<file path="config.mk">
export PLATFORM = sky130hd
export DESIGN_NAME = clk_div_ctrl
export DESIGN_NICKNAME = d
export VERILOG_FILES = /design/src/rtl/clk_div_ctrl.sv
export SDC_FILE = /design/constraint.sdc
export NUM_CORES = 1
export LEC_CHECK = 0
export BUFFER_PORTS_ARGS = -buffer_cell sky130_fd_sc_hd__buf_4
export CORE_MARGIN = 4
export CORE_UTILIZATION = 56
export CTS_BUF_LIST = sky130_fd_sc_hd__clkbuf_2
export DETAILED_ROUTE_END_ITERATION = 16
export GPL_ROUTABILITY_DRIVEN = 0
export MAX_ROUTING_LAYER = met4
export PLACE_DENSITY = 0.89
export SLEW_MARGIN = 15
export SYNTH_ARGS = -nofsm -noshare
export SYNTH_HDL_FRONTEND = slang
export SYNTH_SLANG_ARGS = --single-unit
</file>
<file path="constraint.sdc">
create_clock -name clk -period 3.38 [get_ports clk]
set_input_delay 0.169 -clock clk [delete_from_list [all_inputs] [get_ports clk]]
set_output_delay 0.169 -clock clk [all_outputs]
set_load 0.02 [all_outputs]
</file>
<file path="src/rtl/clk_div_ctrl.sv">
`default_nettype none
// ============================================================================
// Module  : clk_div_ctrl
// Brief   : programmable divide-by-D tick generator with Gray-coded tick count
// Revision: 1.0 - initial release
// ============================================================================
module clk_div_ctrl #(
  parameter int DIV_W   = 4,
  parameter int GREY_W  = 6,
  parameter int DIV_RST = 7
) (
  input  logic              clk,
  input  logic              rst,
  input  logic              cfg_valid,
  input  logic [DIV_W-1:0]  cfg_div,
  output logic              cfg_ready,
  input  logic              start,
  input  logic              stop,
  output logic              incr,
  output logic [GREY_W-1:0] grey,
  output logic              wrap,
  output logic              busy,
  output logic              err_cfg
);

  localparam logic [1:0] c_st_idle      = 2'd0;
  localparam logic [1:0] c_st_run       = 2'd1;
  localparam logic [1:0] c_st_stop_pend = 2'd2;

  localparam logic [DIV_W-1:0]  c_div_rst = DIV_W'(DIV_RST);
  localparam logic [DIV_W-1:0]  c_div_min = DIV_W'(2);
  localparam logic [DIV_W-1:0]  c_div_one = DIV_W'(1);
  localparam logic [GREY_W-1:0] c_grey_one = GREY_W'(1);

  logic [1:0]        r_state;
  logic [1:0]        w_state_nxt;
  logic [DIV_W-1:0]  r_ph;
  logic [DIV_W-1:0]  r_div;
  logic [GREY_W-1:0] r_grey;
  logic [GREY_W-1:0] w_grey_bin_inc;
  logic [GREY_W-1:0] w_grey_nxt;
  logic              r_incr;
  logic              r_wrap;
  logic              r_err_cfg;
  logic              w_idle;
  logic              w_cfg_acc;
  logic              w_cfg_ok;
  logic              w_period_end;

  function automatic logic [GREY_W-1:0] gray2bin(input logic [GREY_W-1:0] g);
    logic [GREY_W-1:0] b;
    b[GREY_W-1] = g[GREY_W-1];
    for (int i = GREY_W - 2; i >= 0; i--) begin
      b[i] = b[i+1] ^ g[i];
    end
    return b;
  endfunction

  assign w_idle       = (r_state == c_st_idle);
  assign w_cfg_acc    = cfg_valid & w_idle;
  assign w_cfg_ok     = (cfg_div >= c_div_min);
  // div is frozen outside IDLE, so ph never exceeds div-1 and cannot overflow
  assign w_period_end = ~w_idle & (r_ph == (r_div - c_div_one));

  // ---- state register ----
  always_ff @(posedge clk) begin
    if (!rst) begin
      r_state <= c_st_idle;
    end else begin
      r_state <= w_state_nxt;
    end
  end

  // ---- next-state logic ----
  always_comb begin
    w_state_nxt = r_state;
    unique case (r_state)
      c_st_idle: begin
        if (start) w_state_nxt = c_st_run;
      end
      c_st_run: begin
        if (stop) w_state_nxt = c_st_stop_pend;
      end
      c_st_stop_pend: begin
        // a late start wins over completing the stop on the same edge
        if (start)             w_state_nxt = c_st_run;
        else if (w_period_end) w_state_nxt = c_st_idle;
      end
      default: w_state_nxt = c_st_idle;
    endcase
  end

  // ---- state-decoded outputs ----
  always_comb begin
    busy      = ~w_idle;
    cfg_ready = w_idle;
  end

  // ---- phase counter, ratio register and tick pulse ----
  always_ff @(posedge clk) begin
    if (!rst) begin
      r_ph      <= '0;
      r_div     <= c_div_rst;
      r_incr    <= 1'b0;
      r_err_cfg <= 1'b0;
    end else begin
      r_incr    <= w_period_end;
      r_err_cfg <= w_cfg_acc & ~w_cfg_ok;
      if (w_cfg_acc && w_cfg_ok) r_div <= cfg_div;
      if (w_idle) begin
        if (start) r_ph <= '0;
      end else if (w_period_end) begin
        r_ph <= '0;
      end else begin
        r_ph <= r_ph + c_div_one;
      end
    end
  end

  // ---- Gray tick count ----
  assign w_grey_bin_inc = gray2bin(r_grey) + c_grey_one;
  assign w_grey_nxt     = w_grey_bin_inc ^ (w_grey_bin_inc >> 1);

  always_ff @(posedge clk) begin
    if (!rst) begin
      r_grey <= '0;
      r_wrap <= 1'b0;
    end else begin
      r_wrap <= r_incr & (w_grey_nxt == '0);
      if (r_incr) r_grey <= w_grey_nxt;
    end
  end

  assign incr    = r_incr;
  assign grey    = r_grey;
  assign wrap    = r_wrap;
  assign err_cfg = r_err_cfg;

endmodule
`default_nettype wire
</file>
==> results, run 1 <==
- The die covers 0.00260 mm^2.
- The proportion of synthesized flip-flops having asynchronous set or reset is 0%.
- The internal portion of total power is 0.286 mW.
- The clock latency reported for the late side of the worst-skew pair is 0.32 ns.
- The delay of the slowest cell on the worst path is 0.40 ns.
- The hold violation total from the final report is 0.
- The top cell types in the final layout, fill and taps aside, are 19 x buf_4, 18 x dfxtp_1, 14 x nand2_1, 12 x xnor2_1, 11 x inv_1.
- The library cell used most frequently in the layout, excluding fill and tap cells, is buf_4.
- For this block, the initial DRC count from the detailed router was 3.
- The remaining design rule violation count is 0.
- The net switching component of the power is 0.114 mW.
- The combinational fraction of design power is 14.4%.
- The family of cells with the greatest summed delay on the critical path is adder cells.
- STA classifies the critical path endpoint as a register.
- STA classifies the critical path startpoint as a register.
- The post-place setup slack is 0.199 ns.
- The fmax is 321 MHz.
- Data arrives at the worst endpoint at 3.36 ns.
- Counting flops with a built-in enable in the synthesized netlist gives 0.
- The share of the cycle needed by the critical path after routing is 92.2%.
- STA puts the critical path data required time at 3.62 ns.
- Summed over all failing endpoints, the final setup total negative slack is 0 ns.
- The sink count of the clock tree is 19.
- The type of the tightest min-delay check is primary input to register.
- The max-slew violation count is 0.
- Across the run, the number of max-cap violations was 0.
- The number of buffers and inverters on the critical path is 3.
- The final critical path time including I/O delays and setup is 3.12 ns.
- For the pin with the worst max-slew slack, the measured transition is 0.593 ns.
- Clock tree synthesis inserted a total of 3 buffers.
- The routed layout has 825 vias.
- Synthesis handed over a netlist of 116 instances.
- The ratio of routed vias to standard cells is 5.09.
- The first global-routing pass estimated 3.47 mm of wire.
- The worst hold path begins at cfg_div[0].
- The routed wirelength normalized by instance count is 12.0 um.
- The worst setup path is of the register to register kind.
- No sink is reached through more buffers than the 2 on the longest clock path.
- The die outline width is 51.0 um.
- The first detailed-routing pass ran for 4 iterations.
- The most prevalent standard cell on the critical path is ha_1.
- The run finished with clean final reports.
- Yosys mapped the design onto 31 distinct sky130hd cell types.
- The area growth from synthesis to layout is 18.2%.
- During I/O placement, the number of pins put on the boundary was 20.
- Measured along the y axis, the die boundary spans 51.0 um.
- In this run the remaining antenna-violating nets after routing total 0.
- The flip-flop and latch count after synthesis is 19.
- Across the VDD grid, the largest voltage drop is 0.207 mV.
- The worst-case reg-to-reg path depth is 14.
- Yosys printed 0 warnings.
- Along the worst hold path, the cell count comes to 3.
- The leakage component of the power is 0.534 nW.
- The worst hold margin is 0.0518 ns.
- The critical path goes through xor2_2 > ha_1 > inv_1 > ha_1 > inv_1 > ha_1 > inv_1 > ha_1 > and2b_2 > nand2_1 > xor2_1 > ha_1 > mux2i_1 > nor2b_1.
- Setup repair after global routing left no endpoint under its margin.
- Once the clock tree was built, the setup fixing pass inserted 0 buffers.
- Sequential elements use 36.7% of the synthesized area.
- The slowest stage of the critical path belongs to the cell dfxtp_1.
- After detailed routing, the total wire length is 1.94 mm.
- The number of nets in the synthesized netlist is 132.
- The critical register-to-register path startpoint is grey[4]$_SDFFE_PN0P_.
- The power per unit of standard cell area is 327 mW/mm^2.
- The area of the core region is 0.00175 mm^2.
- After clock tree synthesis, the clock-pin slew on the worst setup and hold paths is 0.19 ns.
- The global-route usage over all layers is 18.1%.
- The sequential group share of total power is 60.1%.
- Setup violations remaining at the end of the flow were counted as 0.
- Detailed placement finished with a half-perimeter wire length of 1.53 mm.
- The diode insertion count for antenna repair is 0.
- The mapped netlist covers 0.00104 mm^2.
- The worst setup slack after layout is 0.263 ns.
- The clock network accounts for 25.5% of the total power.
- Row generation in the floorplan step produced 15 rows.
- Net switching is 28.5% of the power.
- The end of the worst hold path is r_div[0]$_SDFFE_PN1P_.
- During placement, the flow inserted port buffers numbering 19.
- The worst register-to-register path ends at grey[4]$_SDFFE_PN0P_.
- TritonCTS built the clock tree.
- The cell area after layout is 0.00122 mm^2.
- For this configuration, the core starts out at a cell density of 59.4%.
- After the last flow step, the layout net total stands at 154.
- The level count of the clock H-tree is 1.
- Headroom to the max-slew limit came out at 60.2%.
- The total overflow left after global routing is 0.
- The root buffer selected by CTS is clkbuf_2.
- The number of global-route vias before repair is 808.
- The worst-case register-to-register setup slack is 0.26 ns.
- Averaged over all synthesized cells, the footprint is 8.93 um^2.
- Entering global routing, the biggest net connects 19 pins.
- In the final layout, the share of cells above drive strength 1 is 21.9%.
- Once placement finished, the instance area stood at 0.00120 mm^2.
- Between clock sinks in the finished design, the worst skew comes to 0.00583 ns.
- For this run, the leading register cell type out of synthesis is dfxtp_1.
- The initial antenna violation count is 0.
- The peak fanout along the critical path is 3.
-- cell families after synthesis --
logic type,after synthesis,synth area share (%)
fa+ha+maj,7,8.45
xor+xnor,16,16.1
simple gates,44,22.6
flops,19,36.7
compound gates,13,7.61
mux,4,3.86
buf+inv,13,4.71
-- timing repair --
| action | 4_1_cts | 5_1_grt |
|---|---|---|
| hold buffers | 0 | 0 |
| endpoints found under the setup margin | 0 | 1 |
| resized for setup | 0 | 2 |
-- worst min-delay path, cell delays in order --
cell and delay (ns):
buf_4 0.08, mux2i_1 0.05, nand2_1 0.06
-- stage by stage --
stage	total power, mW	instances	utilization, %
CTS	0.404	162	70.0
global placement	0.300	158	68.9
detailed placement	0.303	158	68.9
global route	0.423	162	70.2
finish	0.400	162	70.2
floorplan	0.281	116	-
-- Yosys cell counts (all sizes together), types with 2 or more instances --
library cell | n | area [um^2]
nand2 | 14 | 52.6
nor2b | 5 | 31.3
nand3 | 7 | 35.0
nor3b | 2 | 15.0
dfxtp | 19 | 380
xor2 | 3 | 33.8
clkbuf | 2 | 7.51
mux2i | 4 | 40.0
inv | 11 | 41.3
nor3 | 2 | 15.0
ha | 7 | 87.6
nand2b | 2 | 12.5
a21oi | 4 | 23.8
nor2 | 5 | 18.8
o21ai | 5 | 25.0
o31ai | 2 | 15.0
xnor2 | 13 | 133
-- per-layer routing --
metal	vias up	wire length (um)	global-route usage, %
li1	425	-	-
met1	379	865	20.8
met2	16	980	30.9
met3	5	50	2.62
met4	0	46	8.07
met5	-	0	-
-- power by group through the flow --
| stage | Clock [mW] | Combinational (mW) | Sequential, mW |
|---|---|---|---|
| after floorplan | 0 | 0.0375 | 0.244 |
| after global placement | 0 | 0.0553 | 0.245 |
| after detailed placement | 0 | 0.0583 | 0.245 |
| after CTS | 0.105 | 0.0585 | 0.240 |
| after global routing | 0.116 | 0.0649 | 0.242 |
| final | 0.102 | 0.0577 | 0.240 |
-- sequential cells by signal (all words and copies together) (netlist names), named ones only --
| signal | cells |
|---|---|
| err_cfg | 1 |
| grey | 5 |
| incr | 1 |
| r_div | 4 |
| r_ph | 4 |
| r_state | 2 |
| wrap | 1 |
-- how the worst max path moves through the flow --
stage,startpoint,to,slack [ns],cells past startpoint
finish,grey[4]$_SDFFE_PN0P_,grey[4]$_SDFFE_PN0P_,0.26,14
global route,grey[4]$_SDFFE_PN0P_,grey[4]$_SDFFE_PN0P_,0.06,14
CTS,grey[4]$_SDFFE_PN0P_,grey[4]$_SDFFE_PN0P_,0.17,14
detailed placement,grey[5]$_SDFFE_PN0P_,grey[4]$_SDFFE_PN0P_,0.20,14
global placement,grey[4]$_SDFFE_PN0P_,grey[4]$_SDFFE_PN0P_,0.33,14
floorplan,grey[5]$_SDFFE_PN0P_,grey[4]$_SDFFE_PN0P_,0.26,14
-- cell type report --
type / instances / area, um^2
Fill cell: 157 / 520
Clock buffer: 3 / 15.0
Sequential cell: 19 / 382
Clock inverter: 1 / 5.00
Tap cell: 25 / 31.3
Multi-Input combinational cell: 84 / 608
Inverter: 11 / 41.3
Timing Repair Buffer: 19 / 143
(Power assumes the default switching activity.)
==> inputs of run 2 (changes only) <==
Settings changed: PLACE_DENSITY 0.89 to unset, PLACE_DENSITY_LB_ADDON set to 0.15.
==> results, run 2 (synthesis results as in run 1) <==
- The clock-pin transition on the worst setup and hold timing paths is 0.18 ns.
- The layout has 151 filler cells.
- The initial DRC count is 10.
- In this run the static leakage power is 0.540 nW.
- Entering global routing, the biggest net connects 19 pins.
- For the pin with the worst max-slew slack, the measured transition is 0.578 ns.
- The via count is 812.
- The most critical setup path has its startpoint at grey[5]$_SDFFE_PN0P_.
- Buffers inserted to repair hold after CTS numbered 0.
- Detailed placement ended at an HPWL of 1.47 mm.
- Buffers inserted during clock tree synthesis total 3.
- At the placement stage, the worst setup path has a slack of 0.354 ns.
- In the final layout, the share of cells above drive strength 1 is 21.0%.
- Dividing the detail-routed via count by the number of cells gives 4.98.
- The critical register-to-register path startpoint is grey[5]$_SDFFE_PN0P_.
- The worst hold margin is 0.0655 ns.
- The min-delay analysis places its worst path in the category primary input to register.
- The share of the cycle needed by the critical path after routing is 90.0%.
- STA classifies the critical path endpoint as a register.
- The fmax is 329 MHz.
- The footprint of the multi-input gates is 607 um^2.
- In the layout the commonest cells are 20 x buf_4, 19 x dfxtp_1, 14 x nand2_1, 12 x xnor2_1, 11 x inv_1.
- For the worst flop-to-flop path, the logic depth is 14.
- STA puts the critical path data required time at 3.61 ns.
- The clock latency reported for the late side of the worst-skew pair is 0.30 ns.
- The initial core utilization is 59.4%.
- The initial antenna violation count was 0.
- For this run, the post-layout net count is 155.
- Setup slack on the critical path of the routed design comes to 0.338 ns.
- Clock skew on the completed layout was measured at 0.00567 ns.
- The die is 51.0 um tall.
- The maximum root-to-sink buffer count is 2.
- The number of max-cap violations is 0.
- During placement, the flow inserted port buffers numbering 19.
- The area of the core region is 0.00175 mm^2.
- Dividing total power by cell area gives a power density of 324 mW/mm^2.
- The root buffer selected by CTS is clkbuf_2.
- The flip-flop count of the largest register after layout is 5.
- The number of global-route vias before repair came to 784.
- The peak fanout along the critical path is 4.
- The floorplan step defined a die boundary enclosing 0.00260 mm^2.
- The worst flop-to-flop path endpoint is grey[4]$_SDFFE_PN0P_.
- Pin placement for this block handled 20 I/O pins.
- In the final routed layout, each cell accounts on average for 11.4 um.
- The worst-case register-to-register setup slack is 0.34 ns.
- The relative area change from synthesis to final layout is 18.7%.
- The commonest non-fill, non-tap cell in the layout is buf_4.
- Measured along the x axis, the die boundary spans 51.0 um.
- The final cell utilization of the core is 70.5%.
- In the final layout, flip-flops and latches occupy 380 um^2.
- For the finished layout, the period the worst path requires is 3.04 ns.
- The number of placement rows is 15.
- VDD sags by at most 0.287 mV.
- The critical path is of the register to register type.
- In the routed design, unresolved DRC markers number 0.
- The max-slew violation count is 0.
- The post-detailed-route count of antenna-violating nets is 0.
- The number of stages on the worst hold path is 3.
- The source of the worst hold timing path is cfg_div[0].
- The length of the first detailed-routing pass in iterations is 4.
- The total global routing overflow is 0.
- The number of buffers added for setup after CTS is 0.
- The worst relative slew slack is 61.4%.
- The first global-routing pass estimated 3.26 mm of wire.
- The total wire length after detailed routing is 1.86 mm.
- The CTS tree is built.
- The total negative slack for setup checks is 0 ns.
- The level count of the clock H-tree is 1.
- The worst setup path is launched from a register.
- The arrival time at the worst endpoint is 3.27 ns.
- The global-route usage over all layers is 17.1%.
- Setup violations remaining at the end of the flow were counted as 0.
- The number of antenna diodes in the final layout is 0.
- The flow ran to the end, and the final reports show no timing, DRC or antenna violations.
- The worst hold path terminates at r_div[0]$_SDFFE_PN1P_.
- The hold violation total from the final report is 0.
- The clock drives 19 sinks.
- Setup repair after global routing left no endpoint under its margin.
- The quantity of gates resized following cts is 0.
-- run 2: cell count changes in the layout (fill, tap and decap cells not counted) --
cell | before | now
and2b_1 | 0 | 1
dfxtp_2 | 1 | 0
and2b_2 | 1 | 0
buf_4 | 19 | 20
dfxtp_1 | 18 | 19
clkinv_2 | 1 | 0
clkbuf_2 | 3 | 4
-- run 2: critical path: stages, from the launching register on --
cell,delay (ns)
dfxtp_1,0.49
xor2_2,0.13
ha_1,0.40
inv_1,0.07
ha_1,0.33
inv_1,0.06
ha_1,0.29
inv_1,0.05
ha_1,0.26
and2b_1,0.21
nand2_1,0.07
xor2_1,0.14
ha_1,0.30
mux2i_1,0.13
nor2b_1,0.06
-- run 2: worst max-delay path by stage --
stage	to	slack, ns	cells past startpoint
after floorplan	grey[4]$_SDFFE_PN0P_	0.26	14
after global placement	grey[4]$_SDFFE_PN0P_	0.43	14
after detailed placement	grey[4]$_SDFFE_PN0P_	0.35	14
after CTS	grey[4]$_SDFFE_PN0P_	0.32	14
after global routing	grey[4]$_SDFFE_PN0P_	0.08	14
final	grey[4]$_SDFFE_PN0P_	0.34	14
-- run 2: final cells by class --
| type | instances | area share, % |
|---|---|---|
| multi-input cells | 84 | 49.3 |
| flip-flops and latches | 19 | 30.9 |
| repair buffers | 20 | 12.2 |
| inverters | 11 | 3.36 |
| well taps | 25 | 2.54 |
| clock buffers | 4 | 1.63 |
-- run 2: layer usage --
layer	GRT usage, %	wire length (um)	part of all wire [%]
met1	20.0	850	46
met2	27.7	897	48
met3	4.37	101	5.4
met4	7.17	13	0.70
met5	-	0	0
-- run 2: through the flow --
step | power [mW] | instances | cell area [um^2]
after CTS | 0.401 | 163 | 1230
after floorplan | 0.281 | 116 | 1040
after global routing | 0.419 | 163 | 1230
after global placement | 0.300 | 159 | 1210
after detailed placement | 0.303 | 159 | 1210
final | 0.398 | 163 | 1230
-- run 2: report_power, final --
| part | leakage, nW | switching [mW] | internal (mW) |
|---|---|---|---|
| registers | 0.154 | 0.00855 | 0.232 |
| logic | 0.369 | 0.0293 | 0.0278 |
| clock network | 0.0166 | 0.0694 | 0.0314 |
| total | 0.540 | 0.107 | 0.291 |
